--- config.mk ---
export PLATFORM = sky130hd
export DESIGN_NAME = conv1_aer_event_queue
export DESIGN_NICKNAME = d
export VERILOG_FILES = /design/src/rtl/conv1_aer_event_queue_pkg.sv /design/src/rtl/aer_event_fifo.sv /design/src/rtl/conv1_aer_event_queue.sv
export SDC_FILE = /design/constraint.sdc
export NUM_CORES = 1
export LEC_CHECK = 0
export BUFFER_PORTS_ARGS = -buffer_cell sky130_fd_sc_hd__buf_2
export CORE_MARGIN = 2
export CORE_UTILIZATION = 50
export DETAILED_ROUTE_END_ITERATION = 10
export MAX_ROUTING_LAYER = met4
export PLACE_DENSITY = 0.69
export SLEW_MARGIN = 15
export SYNTH_ARGS = -nofsm -noshare
export SYNTH_HDL_FRONTEND = slang
export SYNTH_HIERARCHICAL = 1
export SYNTH_SLANG_ARGS = --single-unit
--- constraint.sdc ---
create_clock -name work_clk -period 6.1 [get_ports work_clk]
set_clock_uncertainty 0.05 [all_clocks]
set_input_delay 1.83 -clock work_clk [delete_from_list [all_inputs] [get_ports work_clk]]
set_output_delay 1.83 -clock work_clk [all_outputs]
set_load 0.02 [all_outputs]
--- src/rtl/conv1_aer_event_queue_pkg.sv ---
// Shared definitions for the conv1 AER input event queue: FSM encoding,
// event word field slices and the conv1 input image bounds.
package conv1_aer_event_queue_pkg;

  typedef enum logic [2:0] {
    S_IDLE       = 3'b001,
    S_WAIT_START = 3'b010,
    S_WAIT_DONE  = 3'b100
  } state_e;

  localparam int EV_W    = 16;
  localparam int ROW_MSB = 15;
  localparam int ROW_LSB = 8;
  localparam int COL_MSB = 7;
  localparam int COL_LSB = 0;

  localparam int CONV1_IMG_H = 28;
  localparam int CONV1_IMG_W = 28;

  function automatic logic [7:0] ev_row(input logic [EV_W-1:0] ev);
    return ev[ROW_MSB:ROW_LSB];
  endfunction

  function automatic logic [7:0] ev_col(input logic [EV_W-1:0] ev);
    return ev[COL_MSB:COL_LSB];
  endfunction

endpackage

--- src/rtl/aer_event_fifo.sv ---
// Register-based DEPTH x DATA_W event FIFO with synchronous flush.
// Storage is not reset; only pointers and occupancy are.
module aer_event_fifo
  import conv1_aer_event_queue_pkg::*;
#(
  parameter int DEPTH  = 16,
  parameter int DATA_W = EV_W
) (
  input  logic                       clk_i,
  input  logic                       rst_i,
  input  logic                       push_i,
  input  logic                       pop_i,
  input  logic                       flush_i,
  input  logic [DATA_W-1:0]          wdata_i,
  output logic [DATA_W-1:0]          rdata_o,
  output logic [$clog2(DEPTH):0]     count_o,
  output logic                       full_o,
  output logic                       empty_o
);

  localparam int AW = $clog2(DEPTH);

  logic [DATA_W-1:0] mem_q [DEPTH];
  logic [AW-1:0]     head_q, tail_q;
  logic [AW:0]       count_q, count_d;
  logic              do_push, do_pop;

  assign full_o  = (count_q == (AW+1)'(DEPTH));
  assign empty_o = (count_q == '0);
  assign count_o = count_q;
  assign rdata_o = mem_q[head_q];

  assign do_push = push_i && !full_o;
  assign do_pop  = pop_i && !empty_o;

  always_comb begin
    count_d = count_q;
    if (do_push && !do_pop) count_d = count_q + (AW+1)'(1);
    else if (!do_push && do_pop) count_d = count_q - (AW+1)'(1);
  end

  always_ff @(posedge clk_i or posedge rst_i) begin
    if (rst_i) begin
      head_q  <= '0;
      tail_q  <= '0;
      count_q <= '0;
    end else if (flush_i) begin
      head_q  <= '0;
      tail_q  <= '0;
      count_q <= '0;
    end else begin
      if (do_push) tail_q <= tail_q + AW'(1);
      if (do_pop)  head_q <= head_q + AW'(1);
      count_q <= count_d;
    end
  end

  // A push coinciding with flush is discarded.
  always_ff @(posedge clk_i) begin
    if (do_push && !flush_i) mem_q[tail_q] <= wdata_i;
  end

endmodule

--- src/rtl/conv1_aer_event_queue.sv ---
// Layer-1 AER input queue: buffers spike events and dispatches them one at a
// time to the address generator. CONV1_AER_RANGE_CHECK_EN adds an out-of-range filter.
module conv1_aer_event_queue
  import conv1_aer_event_queue_pkg::*;
#(
  parameter int DEPTH         = 16,
  parameter int START_TIMEOUT = 8,
  parameter int IMG_H         = CONV1_IMG_H,
  parameter int IMG_W         = CONV1_IMG_W
) (
  input  logic                   work_clk,
  input  logic                   rst,
  input  logic                   spike_in_valid,
  input  logic [EV_W-1:0]        spike_in_addr,
  output logic                   spike_in_ready,
  input  logic                   flush,
  output logic [EV_W-1:0]        AER_conv_layer1,
  output logic                   AER_input_flag,
  input  logic                   operating_flag,
  output logic [$clog2(DEPTH):0] queue_count,
  output logic                   err_stuck
`ifdef CONV1_AER_RANGE_CHECK_EN
  ,
  output logic [15:0]            drop_count
`endif
);

  localparam int TW = $clog2(START_TIMEOUT + 1);

  if ((DEPTH < 2) || ((DEPTH & (DEPTH - 1)) != 0)) begin : g_bad_depth
    $error("DEPTH must be a power of two and at least 2");
  end
  if (START_TIMEOUT < 1) begin : g_bad_timeout
    $error("START_TIMEOUT must be at least 1");
  end
  if ((IMG_H < 1) || (IMG_H > 256) || (IMG_W < 1) || (IMG_W > 256)) begin : g_bad_bounds
    $error("IMG_H/IMG_W must fit the 8-bit event fields");
  end

  state_e          state_q;
  logic [EV_W-1:0] word_q;
  logic            flag_q;
  logic            err_q;
  logic [TW-1:0]   tmo_q;

  logic            fifo_full, fifo_empty, accept, push, pop;
  logic [EV_W-1:0] fifo_rdata;

  assign spike_in_ready = !fifo_full;
  assign accept         = spike_in_valid && spike_in_ready;

`ifdef CONV1_AER_RANGE_CHECK_EN
  logic        in_range;
  logic [15:0] drop_q;

  assign in_range = ({1'b0, ev_row(spike_in_addr)} < 9'(IMG_H)) &&
                    ({1'b0, ev_col(spike_in_addr)} < 9'(IMG_W));
  assign push       = accept && in_range;
  assign drop_count = drop_q;

  // Out-of-range events are still handshaken so the encoder never stalls on them.
  always_ff @(posedge work_clk or posedge rst) begin
    if (rst) drop_q <= '0;
    else if (accept && !in_range && (drop_q != 16'hFFFF)) drop_q <= drop_q + 16'd1;
  end
`else
  assign push = accept;
`endif

  assign pop = (state_q == S_IDLE) && !fifo_empty && !operating_flag;

  aer_event_fifo #(
    .DEPTH  (DEPTH),
    .DATA_W (EV_W)
  ) u_fifo (
    .clk_i   (work_clk),
    .rst_i   (rst),
    .push_i  (push),
    .pop_i   (pop),
    .flush_i (flush),
    .wdata_i (spike_in_addr),
    .rdata_o (fifo_rdata),
    .count_o (queue_count),
    .full_o  (fifo_full),
    .empty_o (fifo_empty)
  );

  // The held word survives flush: the generator may still be reading it.
  always_ff @(posedge work_clk or posedge rst) begin
    if (rst) begin
      state_q <= S_IDLE;
      word_q  <= '0;
      flag_q  <= 1'b0;
      err_q   <= 1'b0;
      tmo_q   <= '0;
    end else begin
      flag_q <= 1'b0;
      case (state_q)
        S_IDLE: begin
          if (pop) begin
            word_q  <= fifo_rdata;
            flag_q  <= 1'b1;
            tmo_q   <= '0;
            state_q <= S_WAIT_START;
          end
        end
        S_WAIT_START: begin
          if (operating_flag) begin
            state_q <= S_WAIT_DONE;
          end else if (tmo_q == TW'(START_TIMEOUT - 1)) begin
            err_q   <= 1'b1;
            state_q <= S_IDLE;
          end else begin
            tmo_q <= tmo_q + TW'(1);
          end
        end
        S_WAIT_DONE: begin
          if (!operating_flag) state_q <= S_IDLE;
        end
        default: state_q <= S_IDLE;
      endcase
    end
  end

  assign AER_conv_layer1 = word_q;
  assign AER_input_flag  = flag_q;
  assign err_stuck       = err_q;

endmodule

==> impl_metrics.yaml, run 1 <==
timing:
  period_share_pct: 72.8
  setup_viol: 0
  slew_viol_final: 0
  hold_viol_final: 0
  slew_headroom_pct: 27.6
  tightest_slew_ns: 1.09
  rsz0062_at_grt: "false"
  period_minus_slack_ns: 4.44
  fmax_mhz: 225
  tns_ns: 0
worst_setup_path:
  cp.arrival_ns: 4.87
  crit_path_end_kind: "register"
  cp_data_required_time_ns: 6.53
  crit_fanout: 9
  path_buf_inv: 1
  start_kind: "input pin"
  critical_path_class: "input pin to register"
  crit_family: "simple AND/OR/NAND/NOR gates"
  cp_common_cell: "a21oi_1"
  worstPathCellList: "buf_2 -> or4b_1 -> nor2_1 -> o41ai_1 -> nand2_1 -> ha_1 -> a21oi_1 -> a21oi_1 -> a311o_1 -> a31oi_1"
  critPathMaxStageDelay_ns: 0.67
  slowest_stage: "or4b_1"
cells_and_area:
  syn2layout_area_growth_pct: 13.4
  layout-drive-gt1-share_pct: 31.6
  seqCellArea_um2: 8640
  fin_util_pct: 57.4
  stdcell_count: 970
  diodes: 0
  fillers: 1745
  final_area_um2: 13400
  multiInputGateArea_um2: 2960
  fin_nets: 659
die:
  start_util_pct: 50.6
  rows: 56
  die_x_um: 158
  dieArea_um2: 24900
  core_um2: 23400
  ios: 45
  die_y_um: 158
clocking:
  cts_tree: "done"
  clk_pin_slew_ns: 0.07
  clock_latency_ns: 0.56
  clockBufferDepth: 3
  cts_max_level: 1
  clkSinkCount: 294
  root_buffer: "clkbuf_16"
  cts_hold_buf: 0
  numCtsBuffers: 30
  cts_setup_buffers: 0
  post_cts_resized: 0
power:
  peakVddDrop_mv: 0.210
  p_per_area_nw_per_um2: 404
  power_leakage_nw: 4.50
route:
  wl_met3_um: 1460
  vias: 5622
  top_layer: "met4"
  drt_iter0_drc: 552
  wl_per_cell_um: 23.8
  drc: 0
  wl_um: 23100
  routed_via_density: 5.80
  drtAntennaViolNets: 0
  wl_met2_um: 11700
  first_pass_iters: 5
  drt-met1-wl_um: 9550
status:
  status: "complete, no violations"
synthesis:
  ys_async_sr_fraction_pct: 12.9
  syn_nets: 588
  synth_edf_count: 256
  ys_warn_count: 6
  syn-mean-instance-area_um2: 21.3
  ys_ff_latch: 294
  synth.largest_area_cell: "edfxtp_1"
  synthTopCellsByArea: "edfxtp_1 (65%), mux4_2 (13%), dfrtp_1 (7.8%)"
  synth.distinct_cells: 55
  synth_top_area_share_pct: 64.9
  synth_top_flop_cell: "edfxtp_1"
  syn_inst: 556
  synth_area_um2: 11900
  ys_seq_area_share_pct: 72.9
grt:
  grt_max_degree: 53
  overflow: 0
  grt_usage_pct: 19.7
  grt_pass1_wl_um: 34800
  grt_pass1_vias: 5694
  antenna_found_initial: 0
place:
  hpwl_um: 13500
  portBuffers: 44
  place_inst: 914
  post_dp_cell_area_um2: 12400
  place_congestion: 0.849
min_path:
  min_path_type: "register to register"
flow_run:
  cap_violations: 0
[worst reg2reg max path: stages (launching register included)]
cell and delay [ns]:
dfrtp_1 0.48, or4_1 0.69, nor2_1 0.48, nor2_1 0.28
o41ai_1 0.16, nand2_1 0.27, ha_1 0.43, a21oi_1 0.31
a21oi_1 0.15, a311o_1 0.34, a31oi_1 0.16
[synth_stat cells, drive strengths merged, types with 2 or more instances]
cell    instances
a21boi          3
a21o            3
a21oi           6
and3            3
buf            20
clkbuf          5
dfrtp          37
edfxtp        256
ha             10
inv            11
mux2           19
mux2i           2
mux4           80
nand2           9
nand2b          3
nand3           8
nand3b          3
nor2           29
nor2b           5
nor3b           3
o211ai          5
o21ai           8
or3             2
or4b            2
xnor2           4
xor2            3
[layout by cell type, fill, tap and decap left out, types with 2 or more instances in the layout]
| master | instances |
|---|---|
| edfxtp_1 | 256 |
| mux4_2 | 67 |
| buf_2 | 44 |
| dfrtp_1 | 35 |
| clkbuf_16 | 30 |
| nor2_1 | 28 |
| buf_4 | 20 |
| mux4_1 | 13 |
| inv_1 | 11 |
| ha_1 | 10 |
| mux2_2 | 9 |
| nand2_1 | 9 |
| nand3_1 | 8 |
| clkinv_2 | 8 |
| mux2_4 | 7 |
| o21ai_0 | 7 |
| clkbuf_1 | 7 |
| a21oi_1 | 6 |
| nor2b_1 | 5 |
| o211ai_1 | 4 |
| xnor2_1 | 4 |
| bufinv_16 | 4 |
| nand3b_1 | 3 |
| nor3b_1 | 3 |
| and3_1 | 3 |
| a21o_1 | 3 |
| clkbuf_8 | 3 |
| xor2_1 | 3 |
| mux2_1 | 3 |
| nand2b_1 | 3 |
| a21boi_1 | 2 |
| mux2i_1 | 2 |
| or3_1 | 2 |
[state kept, by name, indices dropped and copies added (netlist names)]
register         flops
state_q              3
err_stuck            1
u_fifo/head_q        4
u_fifo/mem_q       256
AER_conv_layer1     16
u_fifo/tail_q        4
tmo_q                4
u_fifo/count_o       5
AER_input_flag       1
[logic make-up after synthesis]
logic type                 Yosys count  share of synthesized area [%]
DFF                                294                           72.9
xor gates and xnor gates             7                          0.517
muxes                              101                           17.8
and+or+nand+nor                     72                           3.30
buffers and inverters               36                           2.13
adders and majority gates           11                           1.22
AOI/OAI and AO/OA                   35                           2.11
[stage by stage]
stage / setup WS [ns] / hold WS [ns] / power, mW
floorplan: 1.80 / 0.446 / 3.40
global placement: 1.40 / 0.394 / 3.59
detailed placement: 1.23 / 0.392 / 3.62
CTS: 1.76 / 0.410 / 5.49
global route: 1.51 / 0.413 / 5.66
finish: 1.66 / 0.404 / 5.43
[path summary, 6_finish.rpt]
check / from / endpoint / slack (ns) / cells after the start
min in group asynchronous: rst / u_fifo/count_o[4] / 1.26 / 2
setup / recovery: operating_flag / u_fifo/count_o[4] / 1.66 / 10
max in group asynchronous: rst / u_fifo/head_q[0] / 4.35 / 2
setup reg to reg: u_fifo/count_o[0] / u_fifo/count_o[4] / 2.24 / 10
hold reg to reg: err_stuck / err_stuck / 0.40 / 1
hold / removal: err_stuck / err_stuck / 0.40 / 1
[area by class of cell]
| type | count | area share (%) |
|---|---|---|
| Sequential cell | 294 | 64.3 |
| Multi-Input combinational cell | 226 | 22.0 |
| Clock buffer | 40 | 6.09 |
| Tap cell | 319 | 2.97 |
| Timing Repair Buffer | 64 | 2.75 |
| Clock inverter | 16 | 1.57 |
| Inverter | 11 | 0.307 |
[power by group]
group	switching, mW	internal (mW)	leakage, nW	total [mW]
clock network	0.742	1.12	0.509	1.86
registers	0.152	2.32	2.79	2.47
logic	0.535	0.565	1.21	1.10
[per-layer routing]
layer / GRT usage (%) / up-vias
li1: - / 2434
met1: 26.3 / 2964
met2: 32.3 / 190
met3: 3.31 / 34
met4: 4.50 / 0
met5: - / -
Power figures use the tool's default switching activity.
==> inputs of run 2 (changes only) <==
--- a/config.mk
+++ b/config.mk
@@ -5,6 +5,7 @@
 export SDC_FILE = /design/constraint.sdc
 export NUM_CORES = 1
 export LEC_CHECK = 0
+export ABC_AREA = 1
 export BUFFER_PORTS_ARGS = -buffer_cell sky130_fd_sc_hd__buf_2
 export CORE_MARGIN = 2
 export CORE_UTILIZATION = 50
==> constraint.sdc (replaced) <==
create_clock -name work_clk -period 4.2 [get_ports work_clk]
set_clock_uncertainty 0.05 [all_clocks]
set_input_delay 1.26 -clock work_clk [delete_from_list [all_inputs] [get_ports work_clk]]
set_output_delay 1.26 -clock work_clk [all_outputs]
set_load 0.02 [all_outputs]
==> run 2 against run 1 <==
Net effect:
- total power increased by 54%
- critical path depth down 5
- clock power increased by 56%
- cell area is 1.8% higher
- via count grew 38%
- clock-buffer cell count shrank 5
- synthesized area rose by 2.0%
- first-iteration DRC count grew 45%
- utilization is 0.51 points higher
==> impl_metrics.yaml, run 2 <==
synthesis:
  synth_top_area_share_pct: 63.6
  syn_inst: 1005
  synthTopCellsByArea: "edfxtp_1 (64%), dfrtp_1 (7.7%), nor2_1 (6.4%)"
  synth_edf_count: 256
  ys_async_sr_fraction_pct: 12.9
  synth.largest_area_cell: "edfxtp_1"
  synth.distinct_cells: 34
  ys_warn_count: 6
  syn-mean-instance-area_um2: 12.0
  ys_seq_area_share_pct: 71.5
  synth_top_flop_cell: "edfxtp_1"
  ys_ff_latch: 294
  netlist_top_cells_count: "edfxtp_1 (256), nor2_1 (206), o21ai_0 (132)"
  synth_area_um2: 12100
  post-synth-top-count-cell: "edfxtp_1"
  syn_nets: 1037
power:
  power_leakage_nw: 4.94
  peakVddDrop_mv: 0.331
  power_mw: 8.37
  p_per_area_nw_per_um2: 612
route:
  vias: 7774
  first_pass_iters: 6
  wl_um: 27800
  routed_via_density: 5.62
  drtAntennaViolNets: 0
  wl_per_cell_um: 20.1
  drc: 0
  drt_iter0_drc: 803
die:
  rows: 56
  die_y_um: 160
  start_util_pct: 51.2
  dieArea_um2: 25400
  core_um2: 23600
  die_x_um: 160
  ios: 45
clocking:
  cts_tree: "done"
  numCtsBuffers: 29
  post_cts_resized: 0
  cts_max_level: 1
  clk_pin_slew_ns: 0.06
  clock_latency_ns: 0.54
  cts_setup_buffers: 0
  clkSinkCount: 294
  root_buffer: "clkbuf_16"
  cts_hold_buf: 0
  clockBufferDepth: 3
grt:
  grt_max_degree: 91
  grt_pass1_vias: 7451
  antenna_found_initial: 0
  grt_pass1_wl_um: 42800
  grt_usage_pct: 22.5
  overflow: 0
timing:
  period_share_pct: 68.8
  tightest_slew_ns: 1.02
  setup_viol: 0
  whs_ns: 0.427
  hold_viol_final: 0
  slew_viol_final: 0
  period_minus_slack_ns: 2.89
  tns_ns: 0
  slew_headroom_pct: 32.0
  rsz0062_at_grt: "false"
  fmax_mhz: 346
  fin_ws_ns: 1.31
worst_setup_path:
  crit_family: "flip-flops"
  cp_common_cell: "inv_1"
  cp.arrival_ns: 1.58
  worstPathCellList: "nor2_1 -> nand3_1 -> inv_1 -> inv_1 -> buf_2"
  start_kind: "register"
  critical_path_class: "register to output pin"
  crit_path_end_kind: "output pin"
  cp_data_required_time_ns: 2.89
  critPathMaxStageDelay_ns: 0.46
  crit_fanout: 6
  path_buf_inv: 3
  slowest_stage: "dfrtp_1"
place:
  place_congestion: 0.837
  place_ws_ns: 0.984
  hpwl_um: 16600
  portBuffers: 44
cells_and_area:
  fin_util_pct: 58.0
  largest_register_ffs: 256
  layout-drive-gt1-share_pct: 14.1
  top_register: "u_fifo/mem_q"
  diodes: 0
  final_common_cell: "edfxtp_1"
  fin_nets: 1075
  final_cell_mix: "edfxtp_1 (256), nor2_1 (190), o21ai_0 (132)"
  syn2layout_area_growth_pct: 13.2
min_path:
  min_path_type: "register to register"
status:
  status: "complete, no violations"
flow_run:
  cap_violations: 0
-- run 2: cell types whose count changed in the layout (fill, tap and decap cells not counted), moves of 10 or more --
cell      previous run  this run
a21oi_1              6        16
inv_1               11        33
mux4_1              13         0
mux4_2              67         0
nand2_1              9       110
nand3_1              8        53
nor2_1              28       190
nor2_2               0        17
o211ai_1             4        64
o21ai_0              7       132
-- run 2: cell type report --
| class | instances | area (µm²) |
|---|---|---|
| Clock buffer | 35 | 800 |
| Sequential cell | 294 | 8640 |
| Fill cell | 1901 | 9930 |
| Timing Repair Buffer | 62 | 368 |
| Clock inverter | 18 | 300 |
| Multi-Input combinational cell | 613 | 3010 |
| Tap cell | 319 | 399 |
| Inverter | 43 | 166 |
-- run 2: logic make-up after synthesis --
family                   after synthesis  share of synthesized area (%)
flip-flops                           294                           71.5
AO/OA/AOI/OAI                        216                           10.3
adder cells (fa/ha/maj)               11                           1.20
buffers and inverters                 98                           4.00
XOR/XNOR                               2                          0.145
AND/OR/NAND/NOR                      384                           12.9
-- run 2: report_power, final --
part,internal (mW),switching [mW],total [mW]
registers,3.35,0.157,3.51
logic,0.587,1.36,1.94
clock network,1.84,1.07,2.91
-- run 2: final timing paths --
check / from / depth (start not counted) / slack (ns) / end
min in group asynchronous: rst / 2 / 0.70 / u_fifo/count_o[2]
setup reg to reg: u_fifo/count_o[0] / 17 / 1.50 / u_fifo/count_o[4]
hold / removal: err_stuck / 1 / 0.43 / err_stuck
setup / recovery: u_fifo/count_o[0] / 5 / 1.31 / spike_in_ready
hold reg to reg: err_stuck / 1 / 0.43 / err_stuck
max in group asynchronous: rst / 2 / 2.63 / AER_input_flag
-- run 2: metal layers --
layer / GRT usage, % / part of all wire (%) / vias to the layer above
li1: - / - / 3644
met4: 8.35 / 3.4 / 0
met5: - / 0 / -
met2: 35.3 / 47 / 302
met3: 3.31 / 6.8 / 58
met1: 30.1 / 43 / 3770
-- run 2: metrics by stage --
step	std cells	cell area, µm²
2_1_floorplan	1005	12100
3_3_place_gp	1331	12600
3_5_place_dp	1331	12600
4_1_cts	1384	13700
5_1_grt	1384	13700
6_report	1384	13700
